$ cat src/rtl/mips_pkg.sv
// Shared MIPS CPU definitions: datapath width, opcode constants, fetch FSM encoding.
// Latency: n/a (types and constants only).
// Backpressure: n/a.
package mips_pkg;

  localparam int SIZE = 32;

  // Opcode / funct constants used by the decode side of the pipeline.
  localparam logic [5:0] OP_ADD  = 6'b100000;
  localparam logic [5:0] OP_ADDI = 6'b001000;
  localparam logic [5:0] OP_LW   = 6'b100011;
  localparam logic [5:0] OP_SW   = 6'b101011;
  localparam logic [5:0] OP_J    = 6'b000010;
  localparam logic [5:0] OP_BEQ  = 6'b000100;
  localparam logic [5:0] OP_BNE  = 6'b000101;

  typedef enum logic [1:0] {
    FETCH_IDLE = 2'd0,
    FETCH_REQ  = 2'd1,
    FETCH_HOLD = 2'd2
  } fetchState_t;

endpackage

$ cat src/rtl/instruction_fetch_if.sv
// Instruction-memory read channel between the fetch stage (master) and memory (slave).
// Latency: n/a (wires only).
// Backpressure: memory stalls the fetch by holding imem_ready low while imem_req is high.
// Ports: imem_req/imem_addr from fetch; imem_ready/imem_rdata from memory.
interface instruction_fetch_if #(
  parameter int SIZE = mips_pkg::SIZE
);
  logic            imem_req;
  logic [SIZE-1:0] imem_addr;
  logic            imem_ready;
  logic [SIZE-1:0] imem_rdata;

  modport master (output imem_req, output imem_addr, input imem_ready, input imem_rdata);
  modport slave  (input imem_req, input imem_addr, output imem_ready, output imem_rdata);
endinterface

$ cat src/rtl/instruction_fetch_next_pc.sv
// Next-PC selection: jump-absolute beats branch-relative beats sequential.
// Latency: combinational.
// Backpressure: none; the caller decides when the result is loaded.
// Ports: pc, branch_imm, jump_target, PCSrc, jump in; nextPc, pc_plus4 out.
module next_pc
  import mips_pkg::*;
#(
  parameter int SIZE = mips_pkg::SIZE
) (
  input  logic [SIZE-1:0] pc,
  input  logic [15:0]     branch_imm,
  input  logic [25:0]     jump_target,
  input  logic            PCSrc,
  input  logic            jump,
  output logic [SIZE-1:0] nextPc,
  output logic [SIZE-1:0] pc_plus4
);
  logic [SIZE-1:0] branchOff;
  logic [SIZE-1:0] jumpAddr;

  // Adds wrap modulo 2^SIZE naturally, which also covers negative offsets.
  assign pc_plus4  = pc + SIZE'(4);
  assign branchOff = {{(SIZE-18){branch_imm[15]}}, branch_imm, 2'b00};
  // Jump keeps the 256 MB region of the delay-slot address, not of pc itself.
  assign jumpAddr  = {pc_plus4[SIZE-1:28], jump_target, 2'b00};

  always_comb begin
    nextPc = pc_plus4;
    if (jump)       nextPc = jumpAddr;
    else if (PCSrc) nextPc = pc_plus4 + branchOff;
  end
endmodule

$ cat src/rtl/instruction_fetch.sv
// MIPS fetch stage: holds the PC, reads instruction memory, presents the word until retired.
// Latency: instruction valid 1 cycle after imem_req rises with zero-wait memory, +1 per wait cycle.
// Backpressure: waits in REQ for imem_ready; holds inst until control_unit pulses PCen.
// Ports: clk/rst; PCen/PCSrc/jump/branch_imm/jump_target from control; imem (master); inst, inst_valid, pc, pc_plus4 out.
module instruction_fetch
  import mips_pkg::*;
#(
  parameter int              SIZE     = mips_pkg::SIZE,
  parameter logic [SIZE-1:0] RESET_PC = '0
) (
  input  logic                clk,
  input  logic                rst,
  input  logic                PCen,
  input  logic                PCSrc,
  input  logic                jump,
  input  logic [15:0]         branch_imm,
  input  logic [25:0]         jump_target,
  instruction_fetch_if.master imem,
  output logic [SIZE-1:0]     inst,
  output logic                inst_valid,
  output logic [SIZE-1:0]     pc,
  output logic [SIZE-1:0]     pc_plus4
);
  fetchState_t     state, stateNext;
  logic [SIZE-1:0] nextPcVal;
  logic [SIZE-1:0] pcNext;
  logic [SIZE-1:0] instNext;
  logic            validNext;
  logic            reqQ;

  next_pc #(.SIZE(SIZE)) uNextPc (
    .pc          (pc),
    .branch_imm  (branch_imm),
    .jump_target (jump_target),
    .PCSrc       (PCSrc),
    .jump        (jump),
    .nextPc      (nextPcVal),
    .pc_plus4    (pc_plus4)
  );

  always_comb begin
    stateNext = state;
    pcNext    = pc;
    instNext  = inst;
    validNext = inst_valid;
    case (state)
      FETCH_IDLE: stateNext = FETCH_REQ;
      FETCH_REQ: begin
        // PCen is deliberately not looked at here: only the memory response matters.
        if (imem.imem_ready) begin
          instNext  = imem.imem_rdata;
          validNext = 1'b1;
          stateNext = FETCH_HOLD;
        end
      end
      FETCH_HOLD: begin
        if (PCen) begin
          pcNext    = nextPcVal;
          validNext = 1'b0;
          stateNext = FETCH_REQ;
        end
      end
      default: stateNext = FETCH_IDLE;
    endcase
  end

  always_ff @(posedge clk or posedge rst) begin
    if (rst) begin
      state      <= FETCH_IDLE;
      pc         <= {RESET_PC[SIZE-1:2], 2'b00};
      inst       <= '0;
      inst_valid <= 1'b0;
      reqQ       <= 1'b0;
    end else begin
      state      <= stateNext;
      pc         <= pcNext;
      inst       <= instNext;
      inst_valid <= validNext;
      // Registered request tracks the state being entered, so it drops on the accepting edge.
      reqQ       <= (stateNext == FETCH_REQ);
    end
  end

  assign imem.imem_req  = reqQ;
  assign imem.imem_addr = pc;
endmodule

$ cat src/flat_wrapper.sv
// flat-port wrapper written by rule: the top's interface ports become plain ports
module instruction_fetch_flat import mips_pkg::*;
#(
  parameter int              SIZE     = mips_pkg::SIZE,
  parameter logic [SIZE-1:0] RESET_PC = '0
)
  (clk, rst, PCen, PCSrc, jump, branch_imm, jump_target, inst, inst_valid, pc, pc_plus4, imem_imem_req, imem_imem_addr, imem_imem_ready, imem_imem_rdata);
  instruction_fetch_if #(.SIZE(SIZE)) imem_i ();
  input  logic clk;
  input  logic rst;
  input  logic PCen;
  input  logic PCSrc;
  input  logic jump;
  input  logic [15:0] branch_imm;
  input  logic [25:0] jump_target;
  output logic [SIZE-1:0] inst;
  output logic inst_valid;
  output logic [SIZE-1:0] pc;
  output logic [SIZE-1:0] pc_plus4;
  output wire logic [$bits(imem_i.imem_req)-1:0] imem_imem_req;
  output wire logic [$bits(imem_i.imem_addr)-1:0] imem_imem_addr;
  input wire logic [$bits(imem_i.imem_ready)-1:0] imem_imem_ready;
  input wire logic [$bits(imem_i.imem_rdata)-1:0] imem_imem_rdata;
  assign imem_imem_req = imem_i.imem_req;
  assign imem_imem_addr = imem_i.imem_addr;
  assign imem_i.imem_ready = imem_imem_ready;
  assign imem_i.imem_rdata = imem_imem_rdata;
  instruction_fetch #(.SIZE(SIZE), .RESET_PC(RESET_PC)) u_core (.clk(clk), .rst(rst), .PCen(PCen), .PCSrc(PCSrc), .jump(jump), .branch_imm(branch_imm), .jump_target(jump_target), .imem(imem_i), .inst(inst), .inst_valid(inst_valid), .pc(pc), .pc_plus4(pc_plus4));
endmodule
$ cat config.mk
export PLATFORM = sky130hd
export DESIGN_NAME = instruction_fetch_flat
export DESIGN_NICKNAME = d
export VERILOG_FILES = /design/src/rtl/mips_pkg.sv /design/src/rtl/instruction_fetch_if.sv /design/src/rtl/instruction_fetch_next_pc.sv /design/src/rtl/instruction_fetch.sv /design/src/flat_wrapper.sv
export SDC_FILE = /design/constraint.sdc
export NUM_CORES = 1
export LEC_CHECK = 0
export ABC_AREA = 0
export ABC_CLOCK_PERIOD_IN_PS = 4500
export BUFFER_PORTS_ARGS = -buffer_cell sky130_fd_sc_hd__buf_2
export CAP_MARGIN = 20
export CORE_ASPECT_RATIO = 1.75
export CORE_UTILIZATION = 50
export CTS_BUF_LIST = sky130_fd_sc_hd__clkbuf_4
export DETAILED_ROUTE_END_ITERATION = 7
export PLACE_DENSITY = 0.81
export SLEW_MARGIN = 15
export SYNTH_ARGS = -nofsm -noshare
export SYNTH_HDL_FRONTEND = slang
export SYNTH_SLANG_ARGS = --single-unit
$ cat constraint.sdc
create_clock -name clk -period 4.5 [get_ports clk]
set_input_delay 0.225 -clock clk [delete_from_list [all_inputs] [get_ports clk]]
set_output_delay 0.225 -clock clk [all_outputs]
set_load 0.005 [all_outputs]
; After elaboration in Yosys (flattened, before gate mapping)
; Cells that the tools add are included.
[classes]
n_eq_ne = 5
n_reduce_logical = 5
add_sub_neg = 2
muxes = 8
[ops]
columns = op, n
row1 = $mux W32, 2
row2 = $add A32 B3 Y32 const B, 1
row3 = $add A32 B32 Y32, 1
row4 = $pmux W2 S3, 1
row5 = $eq A2 B1 Y1 const B, 2
row6 = $mux W2, 2
row7 = $ne A2 B2 Y1 const B, 2
row8 = $reduce_and A2 Y1, 2
row9 = $reduce_and A3 Y1, 1
row10 = $eq A2 B2 Y1 const B, 1
row11 = $logic_not A2 Y1, 1
row12 = $mux W1, 2
row13 = $pmux W1 S2, 1
row14 = $reduce_bool A2 Y1, 1
[word_totals]
inputBits = 80
register_bits = 68

; Depth between registers and ports, before layout
; Gate-level depths: netlist of the first run.
[logic_depth]
depth_word = 4
ltp_mapped = 17
depth_no_buf = 16

; Modules after synthesis
; A second synthesis of the first run with hierarchy kept.
[hier_totals]
cells_unflattened = 592
area_unflattened_um2 = 5789.3
[modules_own_cells]
columns = module, cells_per_inst, n_inst, area_each_um2
row1 = instruction_fetch, 184, 1, 2940.3
row2 = next_pc, 408, 1, 2849.0

; Least setup slack after synthesis of the first run
; No wires, ideal clock.
[synth_path]
kind = register to register
from = register u_core.pc[2] (netlist: u_core.imem.imem_addr[2])
to = register u_core.pc[29] (netlist: u_core.imem.imem_addr[29])
setup_slack_ns = 0.768
stages_incl_launch_ff = 18
setup_ns = 0.126
period_less_slack_ns = 3.732
arrival_ns = 3.606
cell_sequence = dfrtp_1 ha_1 nand4_1 or3_1 or2_1 nand2b_1 xnor2_1 ha_1 clkbuf_1 a21oi_1 o21bai_1 a21oi_1 nor2b_1 o21bai_1 a21boi_0 a211oi_2 xnor2_1 a221o_1
[synth_between]
elab_chain_len = 4
[synth_rtl]
columns = item, line_no
row1 = start: declaration, instruction_fetch.sv:21  ; output logic [SIZE-1:0] pc,
row2 = start signal: assignment, instruction_fetch.sv:70  ; pc <= {RESET_PC[SIZE-1:2], 2'b00};
row3 = start signal: assignment, instruction_fetch.sv:76  ; pc <= pcNext;
row4 = $add A32 B3 Y32, instruction_fetch_next_pc.sv:22  ; assign pc_plus4 = pc + SIZE'(4);
row5 = via pc_plus4[22], flat_wrapper.sv:19  ; output logic [SIZE-1:0] pc_plus4;
row6 = $add A32 B32 Y32, instruction_fetch_next_pc.sv:30  ; else if (PCSrc) nextPc = pc_plus4 + branchOff;
row7 = $mux W32, instruction_fetch_next_pc.sv:30
row8 = $mux W32, instruction_fetch_next_pc.sv:29  ; if (jump) nextPc = jumpAddr;
; The timed path passes the listed nets, and every way through them passes these cells.
; A chain may end at the register's enable or synchronous reset.

; Worst setup path in the final report of the first run
[layout_path]
from = register u_core.pc[3] (netlist: u_core.imem.imem_addr[3])
to = register u_core.pc[27] (netlist: u_core.imem.imem_addr[27])
[layout_between]
elab_chain_len = 4
[layout_rtl]
columns = item, line_no
row1 = $add A32 B3 Y32 *, instruction_fetch_next_pc.sv:22
row2 = $add A32 B32 Y32, instruction_fetch_next_pc.sv:30
row3 = $mux W32 *, instruction_fetch_next_pc.sv:30
row4 = $mux W32 *, instruction_fetch_next_pc.sv:29
; Every way passes the cells marked *; elsewhere a longest branch is shown, timed or not.

==> reports/results.txt, run 1 <==
Status -> finished clean
Antenna violations before repair -> 1
Share of cells above drive strength 1 -> 0.3420
Worst r2r src -> u_core.imem.imem_addr[3]
Most frequent cells in the layout -> buf_2, dfrtp_1, nand2_1
Yosys warns -> 0
Endpoint class of the critical path -> register
Worst-Margin Slew -> 0.9494 ns
MaxCap Viol Count -> 0
Slowest cell on crit path -> dfrtp_1
Lkg Pwr -> 3.237 nW
Grt ovf -> 0
Asr flop ratio synth -> 1.000
Post-CTS sizing -> 0
Commonest non-fill, non-tap cell in the layout -> buf_2
EDFF count, synth -> 0
Final setup TNS -> 0 ns
CP max stage delay -> 0.47 ns
Post-DP HPWL -> 13,630 um
Cell area after layout -> 6576 um^2
Iteration-0 DRC Markers -> 303
Final setup viols -> 0
IO Port Bufs -> 203
Crit start category -> register
H-tree depth -> 3
Main synth FF type -> dfrtp_1
Hold Crit Depth -> 2
Synthesized area -> 5509 um^2
Clock Pin Slew Worst Setup and Hold Paths -> 0.14 ns
Die Height -> 140.9 um
CTS Sinks -> 66
Max_slew headroom -> 0.3663
DR vias/cell -> 5.997
First-pass GRT wire length -> 27,500 um
Max clock buf depth -> 2
Synth unique cells -> 63
Latest clock arrival within the worst-skew pair -> 0.42 ns
RSZ-0062 raised after global routing -> false
FF+latch count, synth -> 66
Mapped Cells -> 629
Placed Area -> 6399 um^2
Final period utilization -> 0.9368
Clock Skews -> 0.01820 ns
Num rows -> 50
Final WL -> 18,090 um
Via Count -> 5,607
Final ANT Viol Nets -> 0
Crit path max fanout -> 7
Worst Reg2Reg Path Length in Cells -> 15
Final hold viol count -> 0
Largest net degree at the start of global routing -> 67
Final #Nets -> 916
Placer Congestion -> 0.9750
Worst R2R Setup Slack -> 0.28 ns
Final min period -> 4.215 ns
Area Overhead vs Synth -> 19.37%
Hold Path End -> u_core.inst[25]
Hold Crit Start -> imem_imem_rdata[25]
Die width -> 81.35 um
Data arrival, critical path -> 4.52 ns
Hold Path Class -> primary input to register
DRC viols -> 0
Vias in the first global route -> 5,476
Largest vdd supply drop -> 0.3130 mV
Routed len/inst -> 19.35 um
CTS tree -> done
Core box area -> 10,700 um^2
Power Density -> 656.9 nW/um^2
Most frequent CP cell -> a21oi_1
IO Count -> 210
Detailed Routing Iterations Pass 1 -> 5
CTS Root Buffer Type -> clkbuf_4
Syn Area/Cell -> 8.758 um^2
Cell-by-cell listing of the critical path -> ha_1 -> nand4_1 -> or3_1 -> or2_1 -> xnor2_1 -> ha_1 -> a21oi_1 -> o21ai_0 -> nor3_1 -> nand3_1 -> a21oi_1 -> o21ai_0 -> a21oi_1 -> xnor2_1 -> a221o_1
Required time worst endpoint -> 4.81 ns
R2R Path End -> u_core.imem.imem_addr[27]
Initial Util -> 0.5150
Sequential fraction of the synthesis area -> 0.2998
Slew Limit Fails -> 0
CTS Buf Count -> 9
GR Util All Layers -> 0.3165
Max frequency -> 237.2 MHz
Setup CP Type -> register to register
Die Footprint -> 11,460 um^2
Post-CTS Setup Bufs -> 0
## power breakdown
group | switching, W | internal, W | total (W) | leakage, nW
Sequential | 0.000329 | 0.000872 | 0.00120 | 0.790
Combinational | 0.00145 | 0.00123 | 0.00269 | 2.37
Clock | 0.000256 | 0.000174 | 0.000430 | 0.0769
## per-stage QoR
stage                     hold WS [ns]  setup slack [ns]  total power, W    util  cells
after floorplan                 0.3701            0.7678        0.002979       -    634
after global placement          0.4574            0.5053        0.003761  0.5981    915
after detailed placement        0.4634            0.4075        0.003852  0.5981    915
after CTS                    0.0009222            0.3688        0.004295  0.6126    932
after global routing         -0.003290           0.06249        0.004664  0.6147    935
final                          0.02052            0.2845        0.004320  0.6147    935
## cell usage after synthesis (2+ instances only)
cell / n / share of area
dfrtp_1: 66 / 0.30
nand2_1: 57 / 0.039
a21oi_1: 48 / 0.044
o21ai_0: 48 / 0.044
nor2_1: 41 / 0.028
buf_4: 36 / 0.049
ha_1: 36 / 0.082
mux2_2: 34 / 0.069
xnor2_1: 27 / 0.043
nand3_1: 21 / 0.019
xor2_1: 21 / 0.033
inv_1: 19 / 0.013
clkbuf_1: 16 / 0.011
a21o_1: 14 / 0.019
nand4_1: 13 / 0.015
nor3_1: 13 / 0.012
a211oi_1: 8 / 0.011
mux2i_1: 8 / 0.015
a31oi_1: 6 / 0.0068
buf_1: 6 / 0.0041
o211ai_1: 6 / 0.0082
o21a_1: 6 / 0.0082
and3_1: 5 / 0.0057
nor2b_1: 5 / 0.0057
o21bai_1: 5 / 0.0068
and2_1: 4 / 0.0045
o31ai_1: 4 / 0.0055
or3_1: 4 / 0.0045
a21boi_0: 3 / 0.0041
a221o_1: 3 / 0.0055
and4_1: 3 / 0.0048
nand3b_1: 3 / 0.0041
o22ai_1: 3 / 0.0034
a21oi_2: 2 / 0.0032
a22oi_1: 2 / 0.0027
nand2b_1: 2 / 0.0023
nor3_2: 2 / 0.0036
nor4_1: 2 / 0.0023
nor4_4: 2 / 0.0077
o221ai_1: 2 / 0.0032
## what timing repair did
action | CTS | global route
endpoints found under the hold margin | 1 | 2
hold buffers | 1 | 2
endpoints found under the setup margin | 0 | 0
## registers in the layout, indices dropped and copies added, names as in the netlist
register,flops
u_core.inst_valid,1
u_core.imem.imem_addr,30
u_core.state,2
u_core.imem.imem_req,1
u_core.inst,32
## kinds of logic (layout without fill, tap and decap cells)
logic type,count (synthesis),in the layout,share of synthesized area
other,1,7,0.0006807
flip-flops,66,66,0.2998
XOR/XNOR,48,48,0.07631
adder cells (fa/ha/maj),37,37,0.08540
AND/OR/NAND/NOR,184,184,0.1703
buffers and inverters,77,247,0.07699
AO/OA/AOI/OAI,174,174,0.2065
multiplexers,42,42,0.08403
## critical path: cells and delay by family (launching register included)
family                     cells  cell delay, ns
AOI/OAI and AO/OA              6            1.34
xor gates and xnor gates       2            0.41
adders and majority gates      2            0.62
DFF                            1            0.47
and+or+nand+nor                5            1.28
## layout make-up
cell class,instances,area (um^2)
sequential,66,1652
tap,130,162.7
clock inverter,7,77.57
inverter,19,71.32
antenna,1,2.502
timing repair buffer,212,1091
clock buffer,9,67.56
multi-input combinational,491,3452
fill,947,4121
## worst max-delay path by stage
stage                                         from                   endpoint  slack (ns)  depth (start not counted)
after floorplan           u_core.imem.imem_addr[2]  u_core.imem.imem_addr[29]        0.77                         17
after global placement    u_core.imem.imem_addr[3]  u_core.imem.imem_addr[29]        0.51                         14
after detailed placement  u_core.imem.imem_addr[3]  u_core.imem.imem_addr[29]        0.41                         14
after CTS                 u_core.imem.imem_addr[3]  u_core.imem.imem_addr[27]        0.37                         15
after global routing      u_core.imem.imem_addr[3]  u_core.imem.imem_addr[31]        0.06                         15
final                     u_core.imem.imem_addr[3]  u_core.imem.imem_addr[27]        0.28                         15
## layer usage
| layer | share of wire | global-route usage | vias up |
|---|---|---|---|
| met5 | 0 | 0 | - |
| met4 | 0.073 | 0.2415 | 0 |
| met3 | 0.068 | 0.06278 | 100 |
| met2 | 0.51 | 0.5342 | 308 |
| met1 | 0.35 | 0.3337 | 2626 |
| li1 | - | - | 2573 |
(Power assumes the default switching activity.)
==> inputs of run 2 (changes only) <==
ABC_AREA = 1   (was 0)
PLACE_DENSITY = 0.79   (was 0.81)
==> reports/results.txt, run 2 <==
Crit path launch -> u_core.imem.imem_addr[3]
Final WL -> 23,030 um
Synth area leader -> dfrtp_1
CTS tree -> done
Synth area leaders -> dfrtp_1, nand2_1, inv_1
Final hold viol count -> 0
CTS Sinks -> 66
Vias in the first global route -> 6,857
Most frequent cell after synthesis -> nand2_1
Antenna violations before repair -> 1
Yosys warns -> 0
Status -> finished clean
Synth Area in Adders -> 0.07300
Worst-Margin Slew -> 0.6745 ns
Via Count -> 7,217
Final period utilization -> 0.8964
Iteration-0 DRC Markers -> 434
CTS Root Buffer Type -> clkbuf_4
Most frequent CP cell -> nor2_1
Share of cells above drive strength 1 -> 0.2346
FF+latch count, synth -> 66
Hold Path Class -> primary input to register
Clock Pin Slew Worst Setup and Hold Paths -> 0.13 ns
Final #Nets -> 1,310
Initial Util -> 0.5156
Top reg by flops -> u_core.inst
Placed cells -> 1,327
Crit path max fanout -> 6
H-tree depth -> 3
Max clock buf depth -> 2
Detailed Routing Iterations Pass 1 -> 6
XOR/XNOR Fraction of Synth Area -> 0.02854
Final ANT Viol Nets -> 0
Crit path capture -> u_core.imem.imem_addr[22]
Placed Area -> 7381 um^2
Worst path depth -> 18
Minimum hold slack -> 0.02120 ns
Slew Limit Fails -> 0
Max reg flops -> 32
Data arrival, critical path -> 4.39 ns
Most frequent cells in the layout -> nand2_1, buf_2, inv_1
Final setup viols -> 0
Core box area -> 12,500 um^2
Synthesized area -> 6445 um^2
IO Count -> 210
EDFF count, synth -> 0
Crit-path leading delay family -> simple AND/OR/NAND/NOR gates
Syn Area/Cell -> 6.438 um^2
Worst r2r src -> u_core.imem.imem_addr[3]
DRC viols -> 0
Sequential fraction of the synthesis area -> 0.2563
MaxCap Viol Count -> 0
Setup CP Type -> register to register
CTS Buf Count -> 9
Num rows -> 54
IO Port Bufs -> 203
Share of the synthesized area in the top cell type -> 0.2563
Die width -> 87.83 um
Die Height -> 152.2 um
Largest family of logic cells by synthesized area -> simple AND/OR/NAND/NOR gates
Synth Area in Compound Gates -> 0.1025
Placer Congestion -> 1.022
Crit start category -> register
Routed len/inst -> 16.85 um
Multiplexer area fraction after synthesis -> 0.05591
Grt ovf -> 0
Max frequency -> 247.9 MHz
DR vias/cell -> 5.279
Layout Cells excl Fill -> 1,367
Clock Skews -> 0.01563 ns
Latest clock arrival within the worst-skew pair -> 0.43 ns
Area Overhead vs Synth -> 20.64%
Worst Reg2Reg Path Length in Cells -> 18
Worst R2R Setup Slack -> 0.47 ns
RSZ-0062 raised after global routing -> false
Post-synth top cells -> nand2_1, inv_1, nor2_1
Cell area after layout -> 7775 um^2
Max_slew headroom -> 0.5487
Hold Crit Depth -> 2
Synth unique cells -> 39
Required time worst endpoint -> 4.86 ns
Largest net degree at the start of global routing -> 49
Cell-by-cell listing of the critical path -> ha_1 -> inv_1 -> nor2_1 -> inv_2 -> nor2_1 -> xor2_1 -> inv_1 -> ha_1 -> nand2_1 -> nor2_1 -> inv_1 -> nor2_1 -> nand4_1 -> nand3_1 -> nand2_1 -> nand3_1 -> nand2_1 -> a21boi_1
Slowest cell on crit path -> nor2_1
Largest vdd supply drop -> 0.3461 mV
R2R Path End -> u_core.imem.imem_addr[22]
Mapped Cells -> 1,001
Main synth FF type -> dfrtp_1
GR Util All Layers -> 0.3475
Endpoint class of the critical path -> register
Commonest non-fill, non-tap cell in the layout -> nand2_1
Final min period -> 4.034 ns
Synth Area in Simple Gates -> 0.3362
Bufs and invs on worst path -> 4
Lkg Pwr -> 4.380 nW
Final setup TNS -> 0 ns
Die Footprint -> 13,370 um^2
CP max stage delay -> 0.53 ns
Asr flop ratio synth -> 1.000
First-pass GRT wire length -> 34,910 um
Power Density -> 643.1 nW/um^2
Post-DP HPWL -> 18,580 um
==> run 2: power by group <==
| group | internal (W) | leakage, nW | switching (W) | total [W] |
|---|---|---|---|---|
| combinational | 0.00132 | 3.54 | 0.00208 | 0.00341 |
| clock | 0.000179 | 0.0790 | 0.000255 | 0.000434 |
| sequential | 0.000845 | 0.756 | 0.000315 | 0.00116 |
==> run 2: area by class of cell <==
class / instances / area [um^2]
repair buffers: 231 / 1294
flip-flops and latches: 66 / 1652
inverters: 160 / 600.6
clock buffers: 9 / 67.56
diodes: 1 / 2.502
clock inverters: 7 / 83.83
multi-input cells: 725 / 3865
well taps: 168 / 210.2
fillers: 1254 / 4725
==> run 2: repair_timing <==
| item | in CTS | in global routing |
|---|---|---|
| hold buffers | 21 | 1 |
| hold endpoints to repair | 21 | 14 |
| resized for setup | 0 | 0 |
| setup buffers | 0 | 0 |
==> run 2: through the flow <==
stage | util | worst slack (ns) | power (W)
5_1_grt | 0.6220 | 0.1855 | 0.005436
3_3_place_gp | 0.5905 | 0.6886 | 0.004478
6_report | 0.6220 | 0.4663 | 0.005000
2_1_floorplan | - | 1.779 | 0.003387
3_5_place_dp | 0.5905 | 0.6680 | 0.004497
4_1_cts | 0.6194 | 0.6462 | 0.004961
==> run 2: layer usage <==
metal	share of wire	wire length, um	vias to the layer above	track usage
li1	-	-	3520	-
met1	0.36	8228	3316	0.3683
met2	0.52	12020	291	0.6187
met3	0.051	1181	90	0.04334
met4	0.069	1598	0	0.2342
met5	0	0	-	0
==> run 2: logic make-up (layout without fill, tap and decap cells) <==
| kind of cell | count (synthesis) | in the layout |
|---|---|---|
| AO/OA/AOI/OAI | 115 | 115 |
| XOR/XNOR | 21 | 21 |
| adder cells (fa/ha/maj) | 37 | 37 |
| buffers and inverters | 215 | 407 |
| flip-flops | 66 | 66 |
| multiplexers | 32 | 32 |
| other | 1 | 7 |
| AND/OR/NAND/NOR | 514 | 514 |
==> run 2: worst min path at each step <==
stage | slack [ns] | to | from
floorplan | 0.32 | u_core.imem.imem_req | imem_imem_ready
global placement | 0.45 | u_core.state[0] | imem_imem_ready
detailed placement | 0.46 | u_core.state[0] | imem_imem_ready
CTS | 0.0007 | u_core.inst[2] | imem_imem_rdata[2]
global route | 0.01 | u_core.inst[14] | imem_imem_rdata[14]
finish | 0.02 | u_core.inst[29] | imem_imem_rdata[29]
